--- src/rtl/mem_dump_engine_pkg.sv ---
// Shared definitions for the data-memory dump engine: default geometry,
// FSM state encoding and the signature rotate helper.
package mem_dump_engine_pkg;

  localparam int unsigned DEF_DATA_WIDTH = 32;
  localparam int unsigned DEF_ADDR_WIDTH = 10;

  // Widest signature the rotate helper supports.
  localparam int unsigned SIG_MAX_WIDTH  = 64;

  typedef enum logic [2:0] {
    ST_IDLE = 3'd0,
    ST_READ = 3'd1,
    ST_CAPT = 3'd2,
    ST_SEND = 3'd3,
    ST_DONE = 3'd4
  } state_e;

  // Rotate the low 'width' bits of v left by one.
  // Bits of v above 'width' must be zero.
  function automatic logic [SIG_MAX_WIDTH-1:0] sig_rotl1(
    input logic [SIG_MAX_WIDTH-1:0] v,
    input int unsigned              width
  );
    logic [SIG_MAX_WIDTH-1:0] mask;
    mask = (width >= SIG_MAX_WIDTH) ? '1
                                    : ((SIG_MAX_WIDTH'(1) << width) - SIG_MAX_WIDTH'(1));
    return ((v << 1) | (v >> (width - 1))) & mask;
  endfunction

endpackage

--- src/rtl/mem_dump_engine_sig.sv ---
// Rotate-XOR signature accumulator. Clear has priority over enable.
// Each enabled cycle computes sig = rotl1(sig) ^ din.
module mem_dump_sig
  import mem_dump_engine_pkg::*;
#(
  parameter int unsigned DATA_WIDTH = DEF_DATA_WIDTH
) (
  input  logic                  clk,
  input  logic                  rst_n,
  input  logic                  clr,
  input  logic                  en,
  input  logic [DATA_WIDTH-1:0] din,
  output logic [DATA_WIDTH-1:0] sig
);

  logic [DATA_WIDTH-1:0] sig_q, sig_d;

  // Next-signature selection: clear, accumulate or hold.
  always_comb begin
    // NOTE: default first so every path assigns sig_d; otherwise a latch is inferred.
    sig_d = sig_q;
    if (clr) begin
      sig_d = '0;
    end else if (en) begin
      sig_d = DATA_WIDTH'(sig_rotl1(SIG_MAX_WIDTH'(sig_q), DATA_WIDTH)) ^ din;
    end
  end

  // Signature register.
  always_ff @(posedge clk or negedge rst_n) begin
    // NOTE: non-blocking in clocked blocks so all registers update from pre-edge values.
    if (!rst_n) begin
      sig_q <= '0;
    end else begin
      sig_q <= sig_d;
    end
  end

  assign sig = sig_q;

endmodule

--- src/rtl/mem_dump_engine.sv ---
// Data-memory scan engine. It reads an inclusive address range through one
// synchronous-read DMEM port and can stream each word with its address over
// a valid/ready channel. It also accumulates a signature of every word read.
module mem_dump_engine
  import mem_dump_engine_pkg::*;
#(
  parameter int unsigned DATA_WIDTH = DEF_DATA_WIDTH,
  parameter int unsigned ADDR_WIDTH = DEF_ADDR_WIDTH
) (
  input  logic                  clk,
  input  logic                  rst,
  input  logic                  start,
  input  logic                  abort,
  input  logic [ADDR_WIDTH-1:0] start_addr,
  input  logic [ADDR_WIDTH-1:0] end_addr,
  input  logic                  stream_en,
  input  logic                  skip_zero,
  output logic                  mem_re,
  output logic [ADDR_WIDTH-1:0] mem_addr,
  input  logic [DATA_WIDTH-1:0] mem_rdata,
  output logic                  out_valid,
  input  logic                  out_ready,
  output logic [ADDR_WIDTH-1:0] out_addr,
  output logic [DATA_WIDTH-1:0] out_data,
  output logic                  out_last,
  output logic                  busy,
  output logic                  done,
  output logic                  err,
  output logic                  aborted,
  output logic [ADDR_WIDTH:0]   word_count,
  output logic [DATA_WIDTH-1:0] signature
);

  state_e                state_q;
  logic [ADDR_WIDTH-1:0] cur_q, end_q, addr_q;
  logic [DATA_WIDTH-1:0] data_q;
  logic                  stream_q, skip_q, last_q;
  logic                  err_q, aborted_q;
  logic [ADDR_WIDTH:0]   wc_q;

  logic at_end, emit, sig_clr, sig_en;

  // The range ends on equality, so a top-of-memory end address cannot wrap.
  assign at_end  = (cur_q == end_q);
  assign emit    = stream_q && !(skip_q && (mem_rdata == '0));
  assign sig_clr = (state_q == ST_IDLE) && start;
  assign sig_en  = (state_q == ST_CAPT) && !abort;

  // Scan FSM with address counter, capture registers and status flags.
  always_ff @(posedge clk or negedge rst) begin
    if (!rst) begin
      state_q   <= ST_IDLE;
      cur_q     <= '0;
      end_q     <= '0;
      addr_q    <= '0;
      data_q    <= '0;
      stream_q  <= 1'b0;
      skip_q    <= 1'b0;
      last_q    <= 1'b0;
      err_q     <= 1'b0;
      aborted_q <= 1'b0;
      wc_q      <= '0;
    end else begin
      case (state_q)
        ST_IDLE: begin
          if (start) begin
            cur_q     <= start_addr;
            end_q     <= end_addr;
            stream_q  <= stream_en;
            skip_q    <= skip_zero;
            wc_q      <= '0;
            aborted_q <= 1'b0;
            if (end_addr < start_addr) begin
              err_q   <= 1'b1;
              state_q <= ST_DONE;
            end else begin
              err_q   <= 1'b0;
              state_q <= ST_READ;
            end
          end
        end
        ST_READ: begin
          if (abort) begin
            aborted_q <= 1'b1;
            state_q   <= ST_DONE;
          end else begin
            state_q <= ST_CAPT;
          end
        end
        ST_CAPT: begin
          if (abort) begin
            aborted_q <= 1'b1;
            state_q   <= ST_DONE;
          end else begin
            data_q <= mem_rdata;
            addr_q <= cur_q;
            last_q <= at_end;
            if (emit) begin
              state_q <= ST_SEND;
            end else if (at_end) begin
              state_q <= ST_DONE;
            end else begin
              cur_q   <= cur_q + ADDR_WIDTH'(1);
              state_q <= ST_READ;
            end
          end
        end
        ST_SEND: begin
          if (abort) begin
            aborted_q <= 1'b1;
            state_q   <= ST_DONE;
          end else if (out_ready) begin
            wc_q <= wc_q + (ADDR_WIDTH+1)'(1);
            if (at_end) begin
              state_q <= ST_DONE;
            end else begin
              cur_q   <= cur_q + ADDR_WIDTH'(1);
              state_q <= ST_READ;
            end
          end
        end
        ST_DONE: state_q <= ST_IDLE;
        default: state_q <= ST_IDLE;
      endcase
    end
  end

  mem_dump_sig #(
    .DATA_WIDTH (DATA_WIDTH)
  ) u_sig (
    .clk   (clk),
    .rst_n (rst),
    .clr   (sig_clr),
    .en    (sig_en),
    .din   (mem_rdata),
    .sig   (signature)
  );

  assign mem_re     = (state_q == ST_READ);
  assign mem_addr   = mem_re ? cur_q : '0;
  assign out_valid  = (state_q == ST_SEND);
  assign out_addr   = addr_q;
  assign out_data   = data_q;
  assign out_last   = out_valid && last_q;
  assign busy       = (state_q != ST_IDLE);
  assign done       = (state_q == ST_DONE);
  assign err        = err_q;
  assign aborted    = aborted_q;
  assign word_count = wc_q;

endmodule

--- config.mk ---
export PLATFORM = sky130hd
export DESIGN_NAME = mem_dump_engine
export DESIGN_NICKNAME = d
export VERILOG_FILES = /design/src/rtl/mem_dump_engine_pkg.sv /design/src/rtl/mem_dump_engine_sig.sv /design/src/rtl/mem_dump_engine.sv
export SDC_FILE = /design/constraint.sdc
export NUM_CORES = 1
export LEC_CHECK = 0
export ABC_AREA = 1
export CORE_UTILIZATION = 43
export DETAILED_ROUTE_END_ITERATION = 7
export PLACE_DENSITY = 0.73
export RECOVER_POWER = 25
export SLEW_MARGIN = 20
export SYNTH_ARGS = -nofsm -noshare
export SYNTH_HDL_FRONTEND = slang
export SYNTH_SLANG_ARGS = --single-unit
--- constraint.sdc ---
create_clock -name clk -period 3.8 [get_ports clk]
set_input_delay 1.14 -clock clk [delete_from_list [all_inputs] [get_ports clk]]
set_output_delay 1.14 -clock clk [all_outputs]
set_load 0.01 [all_outputs]
Word level (Yosys, flattened, before mapping)

Cells that the tools add are included.

Bits in registers: 113

$add $sub $neg: 2
Order comparisons: 1
Equal/unequal tests: 12
Muxes and demuxes: 27
Bitwise operators: 3
Reduce and logical (&&, ||, !) cells: 21

Operators by type and width:

| cell                    | count |
|---|---|
| $mux W10                | 7 |
| $mux W32                | 2 |
| $mux W11                | 3 |
| $logic_not A32 Y1       | 1 |
| $or A32 B1 Y32          | 1 |
| $xor A32 B32 Y32        | 1 |
| $pmux W10 S3            | 1 |
| $mux W3                 | 8 |
| $pmux W11 S2            | 1 |
| $pmux W3 S4             | 1 |
| $add A11 B1 Y11 const B | 1 |
| $add A10 B1 Y10 const B | 1 |
| $eq A10 B10 Y1          | 1 |
| $lt A10 B10 Y1          | 1 |
| $ne A2 B2 Y1 const B    | 4 |
| $eq A3 B2 Y1 const B    | 2 |
| $reduce_and A2 Y1       | 3 |
| $reduce_and A6 Y1       | 1 |
| $reduce_bool A2 Y1      | 3 |
| $reduce_bool A3 Y1      | 2 |
| $logic_and A1 B1 Y1     | 5 |
| $ne A2 B1 Y1 const B    | 2 |
| $reduce_and A4 Y1       | 1 |
| $eq A3 B1 Y1 const B    | 1 |
| other kinds (9)         | 12 |

Logic depth before layout (Yosys ltp)

Gate-level depths: netlist of the first run.

Depth in word-level cells: 7
Depth in mapped cells: 12
Depth with buffers taken out: 12

Modules after synthesis

A second synthesis of the first run with hierarchy kept.

Cell total of the unflattened synthesis: 827
Area total of the unflattened synthesis: 5963.2 sq um

By module, submodules not included:

| module          | instances | cells an instance | area an instance (sq um) | seq. area each (sq um) |
|---|---|---|---|---|
| mem_dump_engine | 1         | 562               | 4227.8                   | 2026.9 |
| mem_dump_sig    | 1         | 265               | 1735.4                   | 800.8 |

Worst setup path after synthesis of the first run

Ideal clock, no wire load.

Path kind: reg-to-output
Start: register state_q[2]
End: output port mem_addr[0]
Arrival: 1.305 ns
Path slack: 1.355 ns
Cell stages (with the launch flop): 5
Buffers on the path: 1
Path through: dfrtp_1 -> nor3_1 -> inv_1 -> clkbuf_1 -> nor2_1

Longest elaborated chain between the ends: 2

RTL lines:

| element                | RTL line               | source |
|---|---|---|
| from (decl)            | mem_dump_engine.sv:34  | `state_e state_q;` |
| from (signal assigned) | mem_dump_engine.sv:52  | `state_q <= ST_IDLE;` |
| from (signal assigned) | mem_dump_engine.sv:75  | `state_q <= ST_DONE;` |
| from (signal assigned) | mem_dump_engine.sv:78  | `state_q <= ST_READ;` |
| $eq A3 B1 Y1           | mem_dump_engine.sv:139 | `assign mem_re = (state_q == ST_READ);` |
| named net mem_re       | mem_dump_engine.sv:18  | `output logic mem_re,` |
| $mux W10               | mem_dump_engine.sv:140 | `assign mem_addr = mem_re ? cur_q : '0;` |
| to (decl)              | mem_dump_engine.sv:19  | `output logic [ADDR_WIDTH-1:0] mem_addr,` |

The timed path passes the listed nets, and every way through them passes these cells.

Final worst setup path of the first run

Start: register state_q[2]
End: output port mem_addr[7]

Longest elaborated chain between the ends: 2

RTL lines:

| element      | RTL line |
|---|---|
| $eq A3 B1 Y1 | mem_dump_engine.sv:139 |
| $mux W10     | mem_dump_engine.sv:140 |

No other way between the ends.

==> results of run 1 <==
[worst max-delay path: stages, from the launching register on]
cell	delay, ps
dfrtp_1	450
nor3_1	280
inv_1	260
nor2_1	240
clkdlybuf4s50_1	580
[metal layers]
| metal | vias up | track usage | routed length [um] |
|---|---|---|---|
| li1 | 2642 | - | - |
| met1 | 2490 | 0.312 | 7020 |
| met2 | 171 | 0.360 | 7100 |
| met3 | 17 | 0.0581 | 903 |
| met4 | 0 | 0.0809 | 165 |
| met5 | - | 0 | 0 |
[kinds of logic (layout without fill, tap and decap cells)]
logic type | after synthesis | in the layout | share of synthesized area
XOR/XNOR | 38 | 38 | 0.0575
flip-flops | 113 | 113 | 0.489
buffers and inverters | 90 | 259 | 0.0681
AO/OA/AOI/OAI | 91 | 91 | 0.0817
AND/OR/NAND/NOR | 382 | 382 | 0.280
adder cells (fa/ha/maj) | 11 | 11 | 0.0238
[path summary, 6_finish.rpt]
path                       cells after the start                        end  slack (ps)                startpoint
min reg2reg                                    2   out_data[26]$_DFFE_PN0P_         460  out_data[26]$_DFFE_PN0P_
max                                            4                mem_addr[7]         450    state_q[2]$_DFFE_PN0P_
min in group asynchronous                      1   out_data[10]$_DFFE_PN0P_         940                       rst
max reg2reg                                    7  u_sig.sig[29]$_DFFE_PN0P_        1610    state_q[2]$_DFFE_PN0P_
max in group asynchronous                      2    out_addr[5]$_DFFE_PN0P_         870                       rst
min                                            2   out_data[26]$_DFFE_PN0P_         460  out_data[26]$_DFFE_PN0P_
[report_power, final]
group,internal [mW],switching (mW)
registers,1.64,0.335
clock network,0.956,0.523
logic,1.04,1.18
total,3.64,2.04
[flip-flops by register name (all words and copies together) (netlist names), 3 cells and up]
signal and count:
u_sig.sig 32, out_addr 10, cur_q 10, state_q 3, end_q 10, out_data 32, word_count 11
[through the flow]
stage                     power [mW]  setup WS, ps
after detailed placement        4.22           687
after global routing            6.08           362
after CTS                       5.72           419
final                           5.67           451
after global placement          4.17           747
after floorplan                 3.14          1350
[cell usage after synthesis (5+ instances only)]
cell and number:
dfrtp_1 113, nand3_1 69, o21ai_1 6, buf_6 5, o21ai_0 70, xnor2_1 35, nand4_1 7, clkbuf_1 9
a21oi_1 8, nor3_1 9, nand2_1 230, inv_1 58, ha_1 11, buf_2 11, nor2_1 58, inv_2 5
[area by class of cell]
| class | count | area [sq um] |
|---|---|---|
| Timing Repair Buffer | 164 | 1630 |
| Clock inverter | 6 | 55.1 |
| Fill cell | 1200 | 5150 |
| Tap cell | 176 | 220 |
| Inverter | 64 | 246 |
| Multi-Input combinational cell | 522 | 2570 |
| Clock buffer | 25 | 495 |
| Sequential cell | 113 | 2830 |
==> results.yml, run 1 <==
placement:
  gp_congestion: 0.829
  numPlacedInstances: 1039
  port_buffers: 160
  place_area_sq_um: 7510
  hpwlAfterDp_um: 10800
sta:
  fin_setup_tns_ps: 0
  timing.fmax_ghz: 0.299
  drv_slew: 0
  setup_viol: 0
  timing.final.crit_share: 0.881
  skew_ps: 8.32
  finalHoldWorstSlack_ps: 465
  tightest_slew_ps: 1400
  max_slew_margin: 0.0683
  fin_crit_ps: 3350
  rsz0062_at_grt: "no"
  hold_viol_final: 0
drt:
  drc: 0
  drtIter0Drc: 471
  vias_per_cell: 4.97
  routed_wl_um: 15200
  vias: 5320
  first_pass_iters: 5
  detail-route-antenna-nets: 0
  wl_per_cell_um: 14.2
synth:
  syn_area_per_cell_sq_um: 7.98
  synthCells: 725
  synth_cell_types: 32
  ys_seq_area_frac: 0.489
  synth_top_area_cell: "dfrtp_1"
  async_reset_ff_frac: 1.00
  synth_edf_count: 0
  synthFlopType: "dfrtp_1"
  synth_warnings: 0
  synth_nets: 795
  synth_area_leaders: "dfrtp_1 49%, nand2_1 15%, o21ai_0 6.1%"
  syn_area_sq_um: 5790
  synth_top_area_frac: 0.489
  ys_seq_elements: 113
power:
  irDropWorstVdd_uv: 308
  power.leakage_nw: 3.76
  powerDensity_nw_per_um2: 705
run_status:
  outcome: "complete, no violations"
global_route:
  grt_pass1_wl_um: 25000
  gr-total-overflow: 0
  antenna_found_initial: 0
  gr-usage-all-layers: 0.231
  grt_pass1_vias: 4971
  grt_max_degree: 125
floorplan:
  initial_core_util: 0.439
  die_w_um: 118
  die_h_um: 118
  io_pins: 161
  core_area_sq_um: 13200
  die_area_sq_um: 13900
  rows: 42
cts:
  cts-root-buf: "clkbuf_16"
  cts_buffers: 17
  clk_pin_slew_worst_paths_ps: 50
  clk_latency_ps: 410
  cts_hold_buf: 0
  clk_path_buf_depth: 2
  cts_resized: 0
  cts_tree: "built"
  cts_sinks: 113
  cts_htree_levels: 4
  post_cts_buffers: 0
critical_path:
  crit_fanout: 12
  critPathLaunchType: "register"
  cp-end-kind: "primary output"
  cp.arrival_ps: 2210
  worstPathRequired_ps: 2660
  path_class: "register to primary output"
hold_path:
  min_path_type: "register to register"
cells_and_area:
  most-common-layout-cells: "229 x nand2_1, 159 x clkdlybuf4s50_1, 113 x dfrtp_1"
  antenna_cells: 0
  area_growth_syn_to_layout_pct: 39.0
  layout.nets: 952
  stdcell_area_sq_um: 8040
  drive_gt1_frac: 0.0515
  fin_cells: 1070
  mostFrequentLayoutCell: "nand2_1"
  postLayoutCoreUtil: 0.610
flow_run:
  drv_cap: 0
Note: power is estimated with default switching activity, not from simulation.
==> run 2: changes to the inputs <==
--- a/config.mk
+++ b/config.mk
@@ -9,7 +9,6 @@
 export CORE_UTILIZATION = 43
 export DETAILED_ROUTE_END_ITERATION = 7
 export PLACE_DENSITY = 0.73
-export RECOVER_POWER = 25
 export SLEW_MARGIN = 20
 export SYNTH_ARGS = -nofsm -noshare
 export SYNTH_HDL_FRONTEND = slang
==> run 2 against run 1 <==
Effect of this change: cell count stayed put; clock power about the same; power is essentially flat; non-clock buffer count unchanged; clock skew barely moved; worst hold slack is essentially flat.
==> results.yml, run 2 (same netlist as run 1, synthesis figures left out) <==
sta:
  finalHoldWorstSlack_ps: 465
  max_slew_margin: 0.630
  fin_setup_tns_ps: 0
  rsz0062_at_grt: "no"
  tightest_slew_ps: 555
  setup_viol: 0
  fin_crit_ps: 3350
  timing.final.crit_share: 0.880
  skew_ps: 8.32
  timing.fmax_ghz: 0.299
  hold_viol_final: 0
  drv_slew: 0
cells_and_area:
  n_fill_cell: 1195
  antenna_cells: 0
  area_growth_syn_to_layout_pct: 39.4
  layout.nets: 952
  postLayoutCoreUtil: 0.611
  most-common-layout-cells: "229 x nand2_1, 159 x clkdlybuf4s50_1, 113 x dfrtp_1"
  stdcell_area_sq_um: 8070
  drive_gt1_frac: 0.0526
  mostFrequentLayoutCell: "nand2_1"
power:
  internal_power_mw: 3.64
  p_switching_mw: 2.03
  p_clk_frac: 0.261
  powerDensity_nw_per_um2: 703
  combPwrFrac: 0.392
  power_frac_seq: 0.348
  total_power_mw: 5.67
  irDropWorstVdd_uv: 308
  p_sw_frac: 0.358
  power.leakage_nw: 3.77
floorplan:
  die_h_um: 118
  die_w_um: 118
  io_pins: 161
  core_area_sq_um: 13200
  rows: 42
  initial_core_util: 0.439
  die_area_sq_um: 13900
global_route:
  gr-total-overflow: 0
  antenna_found_initial: 0
  grt_pass1_vias: 4971
  gr-usage-all-layers: 0.231
  grt_pass1_wl_um: 25000
  grt_max_degree: 125
drt:
  routed_wl_um: 15200
  wl_per_cell_um: 14.2
  first_pass_iters: 7
  vias: 5323
  drc: 0
  detail-route-antenna-nets: 0
  vias_per_cell: 4.97
  drtIter0Drc: 474
cts:
  cts_resized: 0
  cts_tree: "built"
  post_cts_buffers: 0
  clk_pin_slew_worst_paths_ps: 50
  cts_sinks: 113
  cts_hold_buf: 0
  cts_htree_levels: 4
  clk_latency_ps: 410
  clk_path_buf_depth: 2
  cts-root-buf: "clkbuf_16"
  cts_buffers: 17
flow_run:
  drv_cap: 0
critical_path:
  cp.arrival_ps: 2210
  cp-end-kind: "primary output"
  path_class: "register to primary output"
  crit_fanout: 12
  critPathLaunchType: "register"
  worstPathRequired_ps: 2660
run_status:
  outcome: "complete, no violations"
placement:
  port_buffers: 160
  gp_congestion: 0.829
  hpwlAfterDp_um: 10800
  place_area_sq_um: 7510
hold_path:
  min_path_type: "register to register"
run 2: cell count changes in the layout (fill, tap and decap cells not counted), sizes merged:
cell and change:
clkbuf -3, buf +3
run 2: worst max-delay path, cell delays in order, from the launching register on:
cell and delay (ps):
dfrtp_1 450, nor3_1 280, inv_1 260, nor2_1 230, clkdlybuf4s50_1 570
run 2: final cells by class:
type	instances	area (sq um)	share of cell area
clock buffers	25	495	0.0614
multi-input cells	522	2570	0.318
clock inverters	6	55.1	0.00683
flip-flops and latches	113	2830	0.351
repair buffers	164	1650	0.205
well taps	176	220	0.0273
inverters	64	246	0.0306
run 2: power groups by stage:
stage / Clock [mW] / Combinational (mW) / Sequential [mW]
2_1_floorplan: 0 / 1.07 / 2.07
3_3_place_gp: 0 / 2.20 / 1.97
3_5_place_dp: 0 / 2.23 / 1.99
4_1_cts: 1.50 / 2.24 / 1.97
5_1_grt: 1.56 / 2.48 / 2.03
6_report: 1.48 / 2.22 / 1.97
run 2: worst paths after layout:
path                                          start                        end  slack (ps)  depth (start not counted)
setup / recovery             state_q[2]$_DFFE_PN0P_                mem_addr[7]         450                          4
setup reg to reg             state_q[2]$_DFFE_PN0P_  u_sig.sig[29]$_DFFE_PN0P_        1600                          7
hold / removal             out_data[26]$_DFFE_PN0P_   out_data[26]$_DFFE_PN0P_         460                          2
min in group asynchronous                       rst   out_data[10]$_DFFE_PN0P_         620                          1
max in group asynchronous                       rst       end_q[4]$_DFFE_PN0P_        2380                          2
hold reg to reg            out_data[26]$_DFFE_PN0P_   out_data[26]$_DFFE_PN0P_         460                          2
run 2: metrics by stage:
| stage | setup WS (ps) | std cells |
|---|---|---|
| floorplan | 1350 | 725 |
| global placement | 747 | 1039 |
| detailed placement | 687 | 1039 |
| CTS | 419 | 1070 |
| global route | 362 | 1070 |
| finish | 455 | 1070 |
run 2: metal layers:
layer  part of all wire  vias to the layer above  wire [um]  track usage
li1                   -                     2644          -            -
met1               0.46                     2489       6910        0.312
met2               0.47                      175       7100        0.360
met3              0.065                       15        982       0.0581
met4              0.010                        0        155       0.0809
met5                  0                        -          0            0
==> run 3: changes to the inputs <==
--- a/config.mk
+++ b/config.mk
@@ -6,9 +6,9 @@
 export NUM_CORES = 1
 export LEC_CHECK = 0
 export ABC_AREA = 1
-export CORE_UTILIZATION = 43
+export CORE_UTILIZATION = 52
 export DETAILED_ROUTE_END_ITERATION = 7
-export PLACE_DENSITY = 0.73
+export PLACE_DENSITY = 0.86
 export SLEW_MARGIN = 20
 export SYNTH_ARGS = -nofsm -noshare
 export SYNTH_HDL_FRONTEND = slang
==> run 3 against run 2 <==
Effect of this change: clock skew hardly changed; highest routed layer unchanged; register-to-register slack worse by 200 ps; utilization rose by 13 points; critical path depth unchanged; worst hold slack gained 3.0 ps; design area is 0.19% higher; via count grew 3.8%; die area decreased by 17%; critical path type unchanged; power increased by 3.6%; largest power group unchanged.
==> results.yml, run 3 (same netlist as run 1, synthesis figures left out) <==
placement:
  numPlacedInstances: 1005
  port_buffers: 160
  gp_congestion: 0.875
  hpwlAfterDp_um: 10900
cts:
  cts_buffers: 17
  cts_sinks: 113
  cts_resized: 0
  clk_path_buf_depth: 2
  cts_htree_levels: 4
  clk_pin_slew_worst_paths_ps: 60
  post_cts_buffers: 0
  cts-root-buf: "clkbuf_8"
  cts_hold_buf: 0
  cts_tree: "built"
  clk_latency_ps: 510
floorplan:
  die_w_um: 107
  io_pins: 161
  initial_core_util: 0.534
  core_area_sq_um: 10800
  die_area_sq_um: 11600
  rows: 38
  die_h_um: 107
critical_path:
  cp.arrival_ps: 2370
  crit_fanout: 12
  critPathLaunchType: "register"
  cp-end-kind: "primary output"
  slowest_stage: "clkdlybuf4s50_1"
  path_class: "register to primary output"
  cp_cell_sequence: "nor3_1 > inv_1 > nor2_1 > clkdlybuf4s50_1"
  worstPathRequired_ps: 2660
  slowest_delay_ps: 590
cells_and_area:
  antenna_cells: 0
  mostFrequentLayoutCell: "nand2_1"
  drive_gt1_frac: 0.0591
  most-common-layout-cells: "229 x nand2_1, 159 x clkdlybuf4s50_1, 113 x dfrtp_1"
  area_growth_syn_to_layout_pct: 39.7
  n_fill_cell: 773
  fin_cells: 1037
  postLayoutCoreUtil: 0.745
  layout.nets: 954
sta:
  timing.fmax_ghz: 0.285
  setup_viol: 0
  skew_ps: 8.66
  fin_setup_tns_ps: 0
  max_slew_margin: 0.459
  drv_slew: 0
  hold_viol_final: 0
  fin_crit_ps: 3510
  tightest_slew_ps: 811
  timing.final.crit_share: 0.925
  rsz0062_at_grt: "no"
drt:
  wl_per_cell_um: 15.0
  vias: 5527
  vias_per_cell: 5.33
  first_pass_iters: 5
  drc: 0
  routed_wl_um: 15500
  drtIter0Drc: 464
  detail-route-antenna-nets: 0
flow_run:
  drv_cap: 0
global_route:
  gr-usage-all-layers: 0.284
  grt_max_degree: 97
  grt_pass1_wl_um: 25400
  gr-total-overflow: 0
  antenna_found_initial: 0
  grt_pass1_vias: 5203
hold_path:
  min_path_type: "register to register"
power:
  powerDensity_nw_per_um2: 728
  irDropWorstVdd_uv: 344
  power.leakage_nw: 3.79
run_status:
  outcome: "complete, no violations"
## run 3: changes by cell type in the layout (fill, tap and decap cells not counted)
cell	change
clkinv_4	+3
bufinv_16	+3
clkinv_2	-4
clkbuf_8	-3
clkinvlp_4	+1
clkbuf_1	-3
buf_4	+4
buf_12	-2
clkbuf_16	-1
inv_6	+5
## run 3: final cells by class
| type | count | area, sq um | area share |
|---|---|---|---|
| multi-input cells | 522 | 2570 | 0.318 |
| well taps | 140 | 175 | 0.0217 |
| clock inverters | 14 | 203 | 0.0251 |
| repair buffers | 166 | 1640 | 0.203 |
| flip-flops and latches | 113 | 2830 | 0.350 |
| inverters | 64 | 246 | 0.0305 |
| clock buffers | 18 | 418 | 0.0517 |
## run 3: path summary, 6_finish.rpt
| kind | cells past startpoint | slack (ps) | startpoint | end |
|---|---|---|---|---|
| worst max-delay path | 4 | 290 | state_q[2]$_DFFE_PN0P_ | mem_addr[6] |
| worst min-delay path | 2 | 470 | out_data[21]$_DFFE_PN0P_ | out_data[21]$_DFFE_PN0P_ |
| worst max register to register | 7 | 1400 | state_q[2]$_DFFE_PN0P_ | u_sig.sig[15]$_DFFE_PN0P_ |
| worst min register to register | 2 | 470 | out_data[21]$_DFFE_PN0P_ | out_data[21]$_DFFE_PN0P_ |
| max in group asynchronous | 2 | 2240 | rst | u_sig.sig[21]$_DFFE_PN0P_ |
| min in group asynchronous | 1 | 720 | rst | out_data[8]$_DFFE_PN0P_ |
## run 3: report_power, final
group	leakage, nW	internal, mW	switching, mW
clock network	0.301	1.08	0.591
registers	1.47	1.64	0.348
logic	2.02	1.04	1.18
## run 3: worst max-delay path, delay by kind of cell, from the launching register on
| kind | cells | cell delay, ps |
|---|---|---|
| buffers and inverters | 2 | 850 |
| DFF | 1 | 450 |
| and+or+nand+nor | 2 | 570 |
## run 3: layer usage
metal,share of wire,global-route usage
met5,0,0
met4,0.011,0.0675
met3,0.068,0.0672
met2,0.49,0.474
met1,0.43,0.374
## run 3: per-stage QoR
stage / hold slack [ps] / setup slack (ps) / total power, mW / instance area (sq um)
after CTS: 473 / 331 / 5.89 / 8080
after global placement: 453 / 761 / 4.12 / 7460
after global routing: 486 / 222 / 6.27 / 8080
after floorplan: 449 / 1350 / 3.14 / 5790
final: 468 / 286 / 5.88 / 8080
after detailed placement: 458 / 660 / 4.20 / 7460
